### src/rtl/alarm_sequencer.sv
// alarm_sequencer: alarm annunciator with prescaled blink, LED patterns,
// limited snooze, dismiss and automatic ring timeout.
module alarm_sequencer #(
    parameter int unsigned LED_W         = 16,
    parameter int unsigned TICK_DIV      = 50_000_000,
    parameter int unsigned TIMEOUT_TICKS = 120,
    parameter int unsigned SNOOZE_TICKS  = 600,
    parameter int unsigned MAX_SNOOZE    = 3
) (
    input  logic             CLK,
    input  logic             RST,
    input  logic             alarmFlag,
    input  logic             ack,
    input  logic             snooze,
    input  logic [1:0]       mode,
    output logic [LED_W-1:0] led,
    output logic             active,
    output logic             snoozing
);

    localparam int unsigned DIV_W = $clog2(TICK_DIV);
    localparam int unsigned TO_W  = $clog2(TIMEOUT_TICKS + 1);
    localparam int unsigned SN_W  = $clog2(SNOOZE_TICKS + 1);
    localparam int unsigned SNZ_W = (MAX_SNOOZE == 0) ? 1 : $clog2(MAX_SNOOZE + 1);

    localparam logic [DIV_W-1:0] DIV_LAST = DIV_W'(TICK_DIV - 1);
    localparam logic [TO_W-1:0]  TO_LAST  = TO_W'(TIMEOUT_TICKS - 1);
    localparam logic [SN_W-1:0]  SN_LAST  = SN_W'(SNOOZE_TICKS - 1);
    localparam logic [SNZ_W-1:0] SNZ_MAX  = SNZ_W'(MAX_SNOOZE);

    typedef enum logic [1:0] {
        S_IDLE   = 2'd0,
        S_RING   = 2'd1,
        S_SNOOZE = 2'd2,
        S_DONE   = 2'd3
    } state_t;

    state_t            state, state_d;
    logic [DIV_W-1:0]  div, div_d;
    logic [TO_W-1:0]   to_cnt, to_d;
    logic [SN_W-1:0]   sn_cnt, sn_d;
    logic [SNZ_W-1:0]  snz_cnt, snz_d;
    logic [1:0]        mode_q, mode_d;
    logic [LED_W-1:0]  led_d;
    logic              active_d;
    logic              snoozing_d;
    logic              tick_c;
    logic [DIV_W-1:0]  div_inc_c;

    // Pattern loaded on every entry to RING.
    function automatic logic [LED_W-1:0] init_pattern(input logic [1:0] m);
        logic [LED_W-1:0] p;
        p = '0;
        case (m)
            2'd1: begin
                for (int i = 0; i < int'(LED_W); i++) begin
                    p[i] = ((i % 2) == 0);
                end
            end
            2'd2:    p = LED_W'(1);
            default: p = '1;
        endcase
        return p;
    endfunction

    // Pattern advance applied on each tick while ringing.
    function automatic logic [LED_W-1:0] step_pattern(input logic [1:0]       m,
                                                      input logic [LED_W-1:0] cur);
        logic [LED_W-1:0] p;
        case (m)
            2'd0, 2'd1: p = ~cur;
            2'd2:       p = {cur[LED_W-2:0], cur[LED_W-1]};
            default:    p = cur;
        endcase
        return p;
    endfunction

    // Prescaler terminal count and its wrapped successor.
    assign tick_c    = (div == DIV_LAST);
    assign div_inc_c = tick_c ? '0 : div + 1'b1;

    // Next-state and next-output logic.
    always_comb begin
        state_d = state;
        div_d   = div;
        to_d    = to_cnt;
        sn_d    = sn_cnt;
        snz_d   = snz_cnt;
        mode_d  = mode_q;
        led_d   = led;

        case (state)
            S_IDLE: begin
                div_d = '0;
                led_d = '0;
                if (alarmFlag) begin
                    state_d = S_RING;
                    mode_d  = mode;
                    led_d   = init_pattern(mode);
                    to_d    = '0;
                end
            end

            S_RING: begin
                div_d = div_inc_c;
                if (ack) begin
                    state_d = S_DONE;
                    div_d   = '0;
                    led_d   = '0;
                end else if (tick_c && (to_cnt == TO_LAST)) begin
                    state_d = S_DONE;
                    div_d   = '0;
                    led_d   = '0;
                    to_d    = '0;
                end else if (snooze && (snz_cnt < SNZ_MAX)) begin
                    state_d = S_SNOOZE;
                    snz_d   = snz_cnt + 1'b1;
                    div_d   = '0;
                    sn_d    = '0;
                    led_d   = '0;
                end else if (tick_c) begin
                    led_d = step_pattern(mode_q, led);
                    to_d  = to_cnt + 1'b1;
                end
            end

            S_SNOOZE: begin
                div_d = div_inc_c;
                led_d = '0;
                if (ack) begin
                    state_d = S_DONE;
                    div_d   = '0;
                end else if (tick_c) begin
                    if (sn_cnt == SN_LAST) begin
                        state_d = S_RING;
                        sn_d    = '0;
                        to_d    = '0;
                        div_d   = '0;
                        led_d   = init_pattern(mode_q);
                    end else begin
                        sn_d = sn_cnt + 1'b1;
                    end
                end
            end

            S_DONE: begin
                div_d = '0;
                led_d = '0;
                if (!alarmFlag) begin
                    state_d = S_IDLE;
                    snz_d   = '0;
                end
            end

            default: begin
                state_d = S_IDLE;
                div_d   = '0;
                led_d   = '0;
            end
        endcase

        active_d   = (state_d == S_RING);
        snoozing_d = (state_d == S_SNOOZE);
    end

    // State, counters and registered outputs.
    always_ff @(posedge CLK) begin
        if (RST) begin
            state    <= S_IDLE;
            div      <= '0;
            to_cnt   <= '0;
            sn_cnt   <= '0;
            snz_cnt  <= '0;
            mode_q   <= '0;
            led      <= '0;
            active   <= 1'b0;
            snoozing <= 1'b0;
        end else begin
            state    <= state_d;
            div      <= div_d;
            to_cnt   <= to_d;
            sn_cnt   <= sn_d;
            snz_cnt  <= snz_d;
            mode_q   <= mode_d;
            led      <= led_d;
            active   <= active_d;
            snoozing <= snoozing_d;
        end
    end

endmodule

### config.mk
export PLATFORM = sky130hd
export DESIGN_NAME = alarm_sequencer
export DESIGN_NICKNAME = d
export VERILOG_FILES = /design/src/rtl/alarm_sequencer.sv
export SDC_FILE = /design/constraint.sdc
export NUM_CORES = 1
export LEC_CHECK = 0
export CORE_ASPECT_RATIO = 1.75
export CORE_MARGIN = 1.5
export CORE_UTILIZATION = 30
export DETAILED_ROUTE_END_ITERATION = 10
export SETUP_SLACK_MARGIN = 0.4
export SLEW_MARGIN = 20
export SYNTH_ARGS = -nofsm -noshare
export SYNTH_HDL_FRONTEND = slang
export SYNTH_SLANG_ARGS = --single-unit
export TNS_END_PERCENT = 20
### constraint.sdc
create_clock -name CLK -period 4.57 [get_ports CLK]
set_clock_uncertainty 0.1 [all_clocks]
set_input_delay 1.1425 -clock CLK [delete_from_list [all_inputs] [get_ports CLK]]
set_output_delay 1.1425 -clock CLK [all_outputs]
set_load 0.05 [all_outputs]
==> results of run 1 <==
[metrics by stage]
| stage | power, mW | worst slack, ns | utilization (%) | hold slack [ns] | cell area [um^2] |
|---|---|---|---|---|---|
| 2_1_floorplan | 0.807 | 1.67 | - | 0.325 | 3460 |
| 3_3_place_gp | 0.875 | 1.13 | 34.3 | 0.341 | 3830 |
| 3_5_place_dp | 0.879 | 1.05 | 34.3 | 0.354 | 3830 |
| 4_1_cts | 1.64 | 1.40 | 37.2 | 0.366 | 4160 |
| 5_1_grt | 1.68 | 1.30 | 37.2 | 0.382 | 4160 |
| 6_report | 1.62 | 1.39 | 37.2 | 0.358 | 4160 |
[kinds of logic after synthesis]
kind of cell    Yosys count
simple gates            216
flops                    67
buf+inv                  31
compound gates           88
mux                       1
fa+ha+maj                 8
xor+xnor                 24
[worst paths after layout]
path	startpoint	to	slack, ns	cells past startpoint
max	ack	sn_cnt[7]	1.39	5
min	div[0]	div[0]	0.36	1
max reg2reg	to_cnt[0]	led[5]	1.58	7
min reg2reg	div[0]	div[0]	0.36	1
[cells in the final DEF, fill, tap and decap left out, types with 8 or more instances in the layout]
cell type	instances
nor2_1	74
dfxtp_1	67
nand2_1	49
o21ai_0	32
clkdlybuf4s50_1	24
nand3_1	19
xor2_1	15
a211oi_1	15
inv_1	12
nor3_1	12
a21oi_1	12
and3_1	10
nand4_1	9
xnor2_1	9
clkbuf_16	9
o31ai_1	8
ha_1	8
[per-layer routing]
layer,vias to the layer above,global-route usage [%]
li1,1581,-
met1,1474,15.0
met2,55,25.7
met3,12,3.36
met4,0,6.23
met5,-,0
[worst max-delay path, stage by stage]
cell and delay [ns]:
clkdlybuf4s50_1 0.58, or4_4 0.63, or4_1 0.67, nand2b_4 0.21
o21ai_1 0.11
[report_power, final]
group / switching [mW] / internal [mW]
combinational: 0.155 / 0.0795
clock: 0.249 / 0.506
sequential: 0.0241 / 0.608
[area by class of cell]
class | count | area share (%)
sequential | 67 | 32.3
timing repair buffer | 29 | 6.68
multi-input combinational | 337 | 48.1
clock inverter | 4 | 1.75
clock buffer | 12 | 6.17
inverter | 12 | 1.08
tap | 132 | 3.97
[state kept, by name (all words and copies together) (netlist names)]
register / cells
active: 1
div: 26
led: 16
state: 2
mode_q: 2
snoozing: 1
sn_cnt: 10
to_cnt: 7
snz_cnt: 2
==> impl_metrics.csv, run 1 <==
group,metric,value,unit
logic_synthesis,synth-edff-count,0,
route,ant_nets,0,
clocking,clock_path_buffers,2,
power,ir_drop,0.000233,V
route,drc,0,
route,wl_per_cell,14.0,um
sta,max_freq,314,MHz
route,via_count,3122,
logic_synthesis,yosysTopAreaCell,"dfxtp_1",
floorplan,die_w,84.2,um
sta,timing.slew.headroom,47.0,%
worst_setup_path,worst_setup_path_end_kind,"register",
floorplan,rows,51,
clocking,clk_pin_slew,0.05,ns
logic_synthesis,ys.flop_type,"dfxtp_1",
logic_synthesis,yosys.area_share.simple,31.5,%
logic_synthesis,synth.distinct_cells,53,
layout,syn2layout_area_growth,20.1,%
floorplan,boundaryPins,25,
route,dr_wl_met2,4400,um
logic_synthesis,syn_area,3460,um^2
clocking,htree_levels,3,
logic_synthesis,yosys_warnings,0,
route,dr.pass1.iters,4,
logic_synthesis,yosysSeqAreaShare,38.8,%
sta,hold_viol_final,0,
grt,grt_pass1_wl,14100,um
hold_path,hp-class,"register to register",
place,dp_cells,577,
sta,fin_tns_setup,0,ns
clocking,insertion_delay,0.34,ns
flow_run,max-cap-violations,0,
sta,rsz0062_at_grt,"no",
sta,finalSetupViolCount,0,
logic_synthesis,synth_commonest_cells,"nor2_1 (74), dfxtp_1 (67), nand2_1 (49), o21ai_0 (32), nand3_1 (19)",
layout,register_area,1340,um^2
layout,fin_nets,471,
floorplan,fp.dieH,145,um
logic_synthesis,synth_area_per_cell,7.96,um^2
clocking,clock_sinks,67,
clocking,holdBufCountCts,0,
grt,antenna_found_initial,0,
route,wl_met1,3440,um
logic_synthesis,synth.area.mux_share,0.325,%
worst_setup_path,worstPathMaxFanout,10,
route,dr.first_iter.drc_count,200,
logic_synthesis,synth_xor_area_share,6.07,%
logic_synthesis,postSynth.asyncResetShare,0,%
worst_setup_path,cp.arrival,3.35,ns
clocking,cts_buffers,9,
layout,multi_input_area,2000,um^2
worst_setup_path,required,4.74,ns
route,viasPerCell,5.26,
status,status,"complete, no violations",
logic_synthesis,netlist_instances,435,
floorplan,die-area,12200,um^2
worst_setup_path,cp-start-kind,"input pin",
logic_synthesis,syn_nets,450,
logic_synthesis,synthAdderAreaFrac,2.89,%
floorplan,initial_core_util,31.0,%
logic_synthesis,synth_top_family_by_area,"simple AND/OR/NAND/NOR gates",
floorplan,core,11200,um^2
logic_synthesis,ys_ff_latch,67,
logic_synthesis,yosysMostFrequentCell,"nor2_1",
logic_synthesis,yosys-top-cells-area,"dfxtp_1 (39%), nor2_1 (8.0%), nand2_1 (5.3%), o21ai_0 (4.6%), xor2_1 (3.8%)",
layout,stdcell_count,593,
sta,tightest_slew,0.795,ns
layout,final_layout_size_suffix_gt1_share,7.59,%
place,portBuffers,24,
sta,period_minus_slack,3.18,ns
power,powerDensity,390,nW/um^2
sta,maxSlewViolCount,0,
place,dp_hpwl,6060,um
logic_synthesis,synth_compound_area_share,16.9,%
grt,first_global_vias,3084,
grt,grt_overflow,0,
clocking,cts_resized,0,
route,drt-total-wl,8280,um
clocking,cts_tree,"done",
grt,grt_usage,14.1,%
clocking,cts_setup_buffers,0,
worst_setup_path,crit_type,"input pin to register",
logic_synthesis,synth_top_cell_area_share,38.8,%
layout,n_antenna_cell,0,
power,cellLeakagePower,1.42,nW
place,gp_congestion,0.809,
grt,grt_max_degree,34,
route,wl_met3,279,um
sta,period_share,69.7,%
layout,num-fill-cells,1127,
route,highest_layer,"met4",
clocking,root_buffer,"clkbuf_16",
No activity file was read; power rests on OpenSTA's default activity.
==> inputs of run 2 (changes only) <==
==> constraint.sdc (replaced) <==
create_clock -name CLK -period 3.26 [get_ports CLK]
set_clock_uncertainty 0.1 [all_clocks]
set_input_delay 0.815 -clock CLK [delete_from_list [all_inputs] [get_ports CLK]]
set_output_delay 0.815 -clock CLK [all_outputs]
set_load 0.05 [all_outputs]
==> impl_metrics.csv, run 2 (same netlist as run 1, synthesis figures left out) <==
group,metric,value,unit
hold_path,hp-class,"register to register",
clocking,clock_path_buffers,2,
power,finalPower,2.18,mW
layout,stdcell_count,600,
layout,num-fill-cells,1169,
route,ant_nets,0,
worst_setup_path,worstPathMaxFanout,9,
floorplan,core,11200,um^2
clocking,cts_setup_buffers,0,
worst_setup_path,reg2reg_from,"state[1]",
place,pre_cts_ws,0.177,ns
clocking,clock_sinks,67,
route,dr.first_iter.drc_count,216,
clocking,root_buffer,"clkbuf_16",
worst_setup_path,required,3.40,ns
worst_setup_path,r2r-end,"to_cnt[5]",
hold_path,whs_endpoint,"div[0]",
layout,largest_reg_flops,26,
worst_setup_path,cp.arrival,2.85,ns
grt,first_global_vias,2992,
sta,fin_ws,0.551,ns
floorplan,rows,51,
clocking,clk_pin_slew,0.05,ns
floorplan,initial_core_util,31.0,%
worst_setup_path,crit_type,"input pin to register",
clocking,cts_buffers,9,
layout,final_layout_size_suffix_gt1_share,8.55,%
sta,fin_tns_setup,0,ns
route,viasPerCell,5.26,
floorplan,die-area,12200,um^2
sta,tightest_slew,0.626,ns
hold_path,hold_depth,1,
grt,grt_overflow,0,
clocking,htree_levels,3,
sta,rsz0062_at_grt,"no",
layout,syn2layout_area_growth,20.5,%
status,status,"complete, no violations",
grt,grt_usage,14.3,%
place,dp_hpwl,6110,um
worst_setup_path,reg2reg_slack,0.62,ns
clocking,cts_tree,"done",
power,ir_drop,0.000340,V
power,cellLeakagePower,1.44,nW
layout,final_common_cell,"nor2_1",
layout,fin_nets,478,
clocking,holdBufCountCts,0,
floorplan,boundaryPins,25,
place,dp_cells,584,
sta,timing.slew.headroom,58.0,%
worst_setup_path,cp-start-kind,"input pin",
floorplan,fp.dieH,145,um
sta,hold_viol_final,0,
grt,grt_pass1_wl,14300,um
flow_run,max-cap-violations,0,
clocking,insertion_delay,0.34,ns
layout,n_antenna_cell,0,
sta,period_minus_slack,2.71,ns
route,drc,0,
sta,finalSetupViolCount,0,
sta,maxSlewViolCount,0,
route,wl_per_cell,13.9,um
sta,max_freq,369,MHz
layout,layout_common_cells,"nor2_1 (74), dfxtp_1 (67), nand2_1 (49)",
worst_setup_path,ff2ff_path_depth,6,
route,dr.pass1.iters,4,
route,via_count,3154,
place,gp_congestion,0.813,
sta,period_share,83.1,%
route,drt-total-wl,8350,um
worst_setup_path,crit_start,"ack",
power,powerDensity,522,nW/um^2
floorplan,die_w,84.2,um
place,portBuffers,24,
grt,antenna_found_initial,0,
layout,biggestRegsByFlops,"div: 26 flops, led: 16 flops, sn_cnt: 10 flops",
worst_setup_path,worst_setup_path_end_kind,"register",
layout,regMostFlops,"div",
hold_path,hold_start,"div[0]",
grt,grt_max_degree,34,
## run 2: layout make-up
type	instances	area [um^2]	area share, %
sequential	67	1340	32.2
tap	132	165	3.96
multi-input combinational	337	2000	48.0
inverter	12	45.0	1.08
clock buffer	14	254	6.09
timing repair buffer	36	330	7.92
clock inverter	2	35.0	0.840
## run 2: how the worst max path moves through the flow
stage / to / slack [ns]
2_1_floorplan: to_cnt[5] / 0.69
3_3_place_gp: sn_cnt[5] / 0.22
3_5_place_dp: sn_cnt[9] / 0.18
4_1_cts: sn_cnt[9] / 0.53
5_1_grt: to_cnt[5] / 0.40
6_report: sn_cnt[9] / 0.55
## run 2: through the flow
| step | util (%) | hold slack [ns] | area, um^2 |
|---|---|---|---|
| floorplan | - | 0.325 | 3460 |
| detailed placement | 34.7 | 0.360 | 3880 |
| finish | 37.4 | 0.362 | 4170 |
| CTS | 37.3 | 0.373 | 4170 |
| global placement | 34.7 | 0.341 | 3880 |
| global route | 37.4 | 0.405 | 4170 |
## run 2: routing by layer
metal	wire, um	GRT usage (%)	part of all wire (%)
met4	165	5.33	2.0
met3	289	3.98	3.5
met1	3420	15.7	41
met2	4470	25.8	54
met5	0	0	0
## run 2: worst max-delay path, stage by stage
cell             delay (ns)
clkdlybuf4s50_1        0.47
or4_4                  0.58
or4_1                  0.68
o31ai_1                0.31
## run 2: where the power goes
| part | internal, mW | switching (mW) |
|---|---|---|
| Combinational | 0.119 | 0.219 |
| Sequential | 0.853 | 0.0336 |
| Clock | 0.612 | 0.341 |
| Total | 1.58 | 0.593 |
## run 2: repair_timing
| action | 4_1_cts | 5_1_grt |
|---|---|---|
| hold endpoints to repair | 0 | 0 |
| resized for setup | 0 | 1 |
| endpoints found under the setup margin | 0 | 8 |
==> inputs of run 3 (changes only) <==
==> constraint.sdc (replaced) <==
create_clock -name CLK -period 2.7 [get_ports CLK]
set_clock_uncertainty 0.1 [all_clocks]
set_input_delay 0.675 -clock CLK [delete_from_list [all_inputs] [get_ports CLK]]
set_output_delay 0.675 -clock CLK [all_outputs]
set_load 0.05 [all_outputs]
==> impl_metrics.csv, run 3 (same netlist as run 1, synthesis figures left out) <==
group,metric,value,unit
flow_run,max-cap-violations,0,
worst_setup_path,cp.arrival,2.55,ns
status,status,"complete, no violations",
sta,period_share,90.2,%
route,drc,0,
grt,grt_pass1_wl,14800,um
clocking,root_buffer,"clkbuf_16",
route,dr.first_iter.drc_count,178,
sta,hold_viol_final,0,
worst_setup_path,path_buf_inv,0,
clocking,clk_pin_slew,0.05,ns
worst_setup_path,cp_slowest_cell,"or4_4",
layout,biggestRegsByFlops,"div: 26 flops, led: 16 flops, sn_cnt: 10 flops",
worst_setup_path,cp-start-kind,"register",
sta,timing.slew.headroom,65.8,%
floorplan,boundaryPins,25,
place,gp_congestion,0.860,
place,dp_cells,599,
sta,tightest_slew,0.511,ns
worst_setup_path,worstPathMaxFanout,3,
power,ir_drop,0.000397,V
clocking,cts_tree,"done",
floorplan,die_w,84.2,um
grt,first_global_vias,3265,
clocking,htree_levels,3,
route,drt-total-wl,8960,um
layout,design_area,4510,um^2
route,ant_nets,0,
hold_path,hold_depth,1,
worst_setup_path,crit_path_cell_trace,"or4bb_1 -> or4_4 -> a2111oi_4 -> o31a_4 -> nor2_1 -> mux2_2",
sta,period_minus_slack,2.44,ns
clocking,clock_path_buffers,2,
worst_setup_path,crit_type,"register to register",
sta,holdWs,0.351,ns
layout,layout_common_cells,"nor2_1 (74), dfxtp_1 (58), nand2_1 (48)",
grt,grt_usage,15.1,%
layout,final_common_cell,"nor2_1",
grt,grt_overflow,0,
layout,syn2layout_area_growth,30.4,%
route,wl_per_cell,14.3,um
hold_path,hp-class,"register to register",
worst_setup_path,ff2ff_path_depth,6,
layout,num-fill-cells,1095,
place,portBuffers,24,
layout,final_layout_size_suffix_gt1_share,19.2,%
layout,regMostFlops,"div",
layout,fin_util,40.4,%
worst_setup_path,worst_setup_path_end_kind,"register",
floorplan,fp.dieH,145,um
sta,maxSlewViolCount,0,
sta,rsz0062_at_grt,"yes",
floorplan,rows,51,
worst_setup_path,cp_top_family,"simple AND/OR/NAND/NOR gates",
grt,grt_max_degree,34,
layout,n_antenna_cell,0,
layout,stdcell_count,627,
route,dr.pass1.iters,5,
layout,fin_nets,506,
power,cellLeakagePower,1.64,nW
place,dp_hpwl,6230,um
floorplan,core,11200,um^2
route,viasPerCell,5.31,
grt,antenna_found_initial,0,
clocking,cts_buffers,9,
floorplan,die-area,12200,um^2
clocking,insertion_delay,0.33,ns
worst_setup_path,max_stage_delay,0.55,ns
clocking,clock_sinks,67,
route,via_count,3327,
power,powerDensity,581,nW/um^2
layout,largest_reg_flops,26,
worst_setup_path,cp.depth,6,
sta,finalSetupViolCount,0,
place,placed_area,4010,um^2
floorplan,initial_core_util,31.0,%
worst_setup_path,required,2.82,ns
sta,max_freq,411,MHz
[run 3: final timing paths]
kind / end / startpoint / slack [ns]
setup / recovery: to_cnt[5] / sn_cnt[5] / 0.26
setup reg to reg: to_cnt[5] / sn_cnt[5] / 0.26
hold reg to reg: div[0] / div[0] / 0.35
hold / removal: div[0] / div[0] / 0.35
[run 3: power breakdown]
group / leakage [nW] / switching [mW] / internal (mW)
clock network: 0.141 / 0.408 / 0.688
logic: 0.954 / 0.293 / 0.171
registers: 0.548 / 0.0327 / 1.03
[run 3: worst register-to-register path, stage by stage, from the launching register on]
cell and delay, ns:
dfxtp_2 0.31, or4bb_1 0.49, or4_4 0.55, a2111oi_4 0.39, o31a_4 0.20, nor2_1 0.03, mux2_2 0.25
[run 3: area by class of cell]
cell class / count / area (um^2) / area share [%]
clock buffers: 13 / 270 / 5.99
clock inverters: 2 / 10.0 / 0.222
inverters: 12 / 45.0 / 0.998
multi-input cells: 338 / 2120 / 47.0
flip-flops and latches: 67 / 1350 / 30.0
well taps: 132 / 165 / 3.66
repair buffers: 63 / 549 / 12.2
[run 3: timing repair]
action                                  in CTS  in global routing
setup buffers                                8                  3
endpoints found under the setup margin      47                 57
hold buffers                                 0                  0
pin swaps                                   15                  4
resized for setup                           20                 20
cloned                                       1                  1
[run 3: through the flow]
stage	TNS (ns)	total power [mW]	worst slack, ns
detailed placement	-0.253	1.52	-0.0998
global route	0	2.73	0.215
CTS	0	2.64	0.234
global placement	-0.0855	1.52	-0.0757
finish	0	2.62	0.265
floorplan	0	1.37	0.302
[run 3: layer usage]
layer  GRT usage (%)  part of all wire [%]  up-vias
met5               0                     0        -
met4            8.28                   2.8        0
met3            4.04                   4.1       17
met2            27.9                    55       70
met1            15.0                    38     1587
li1                -                     -     1653
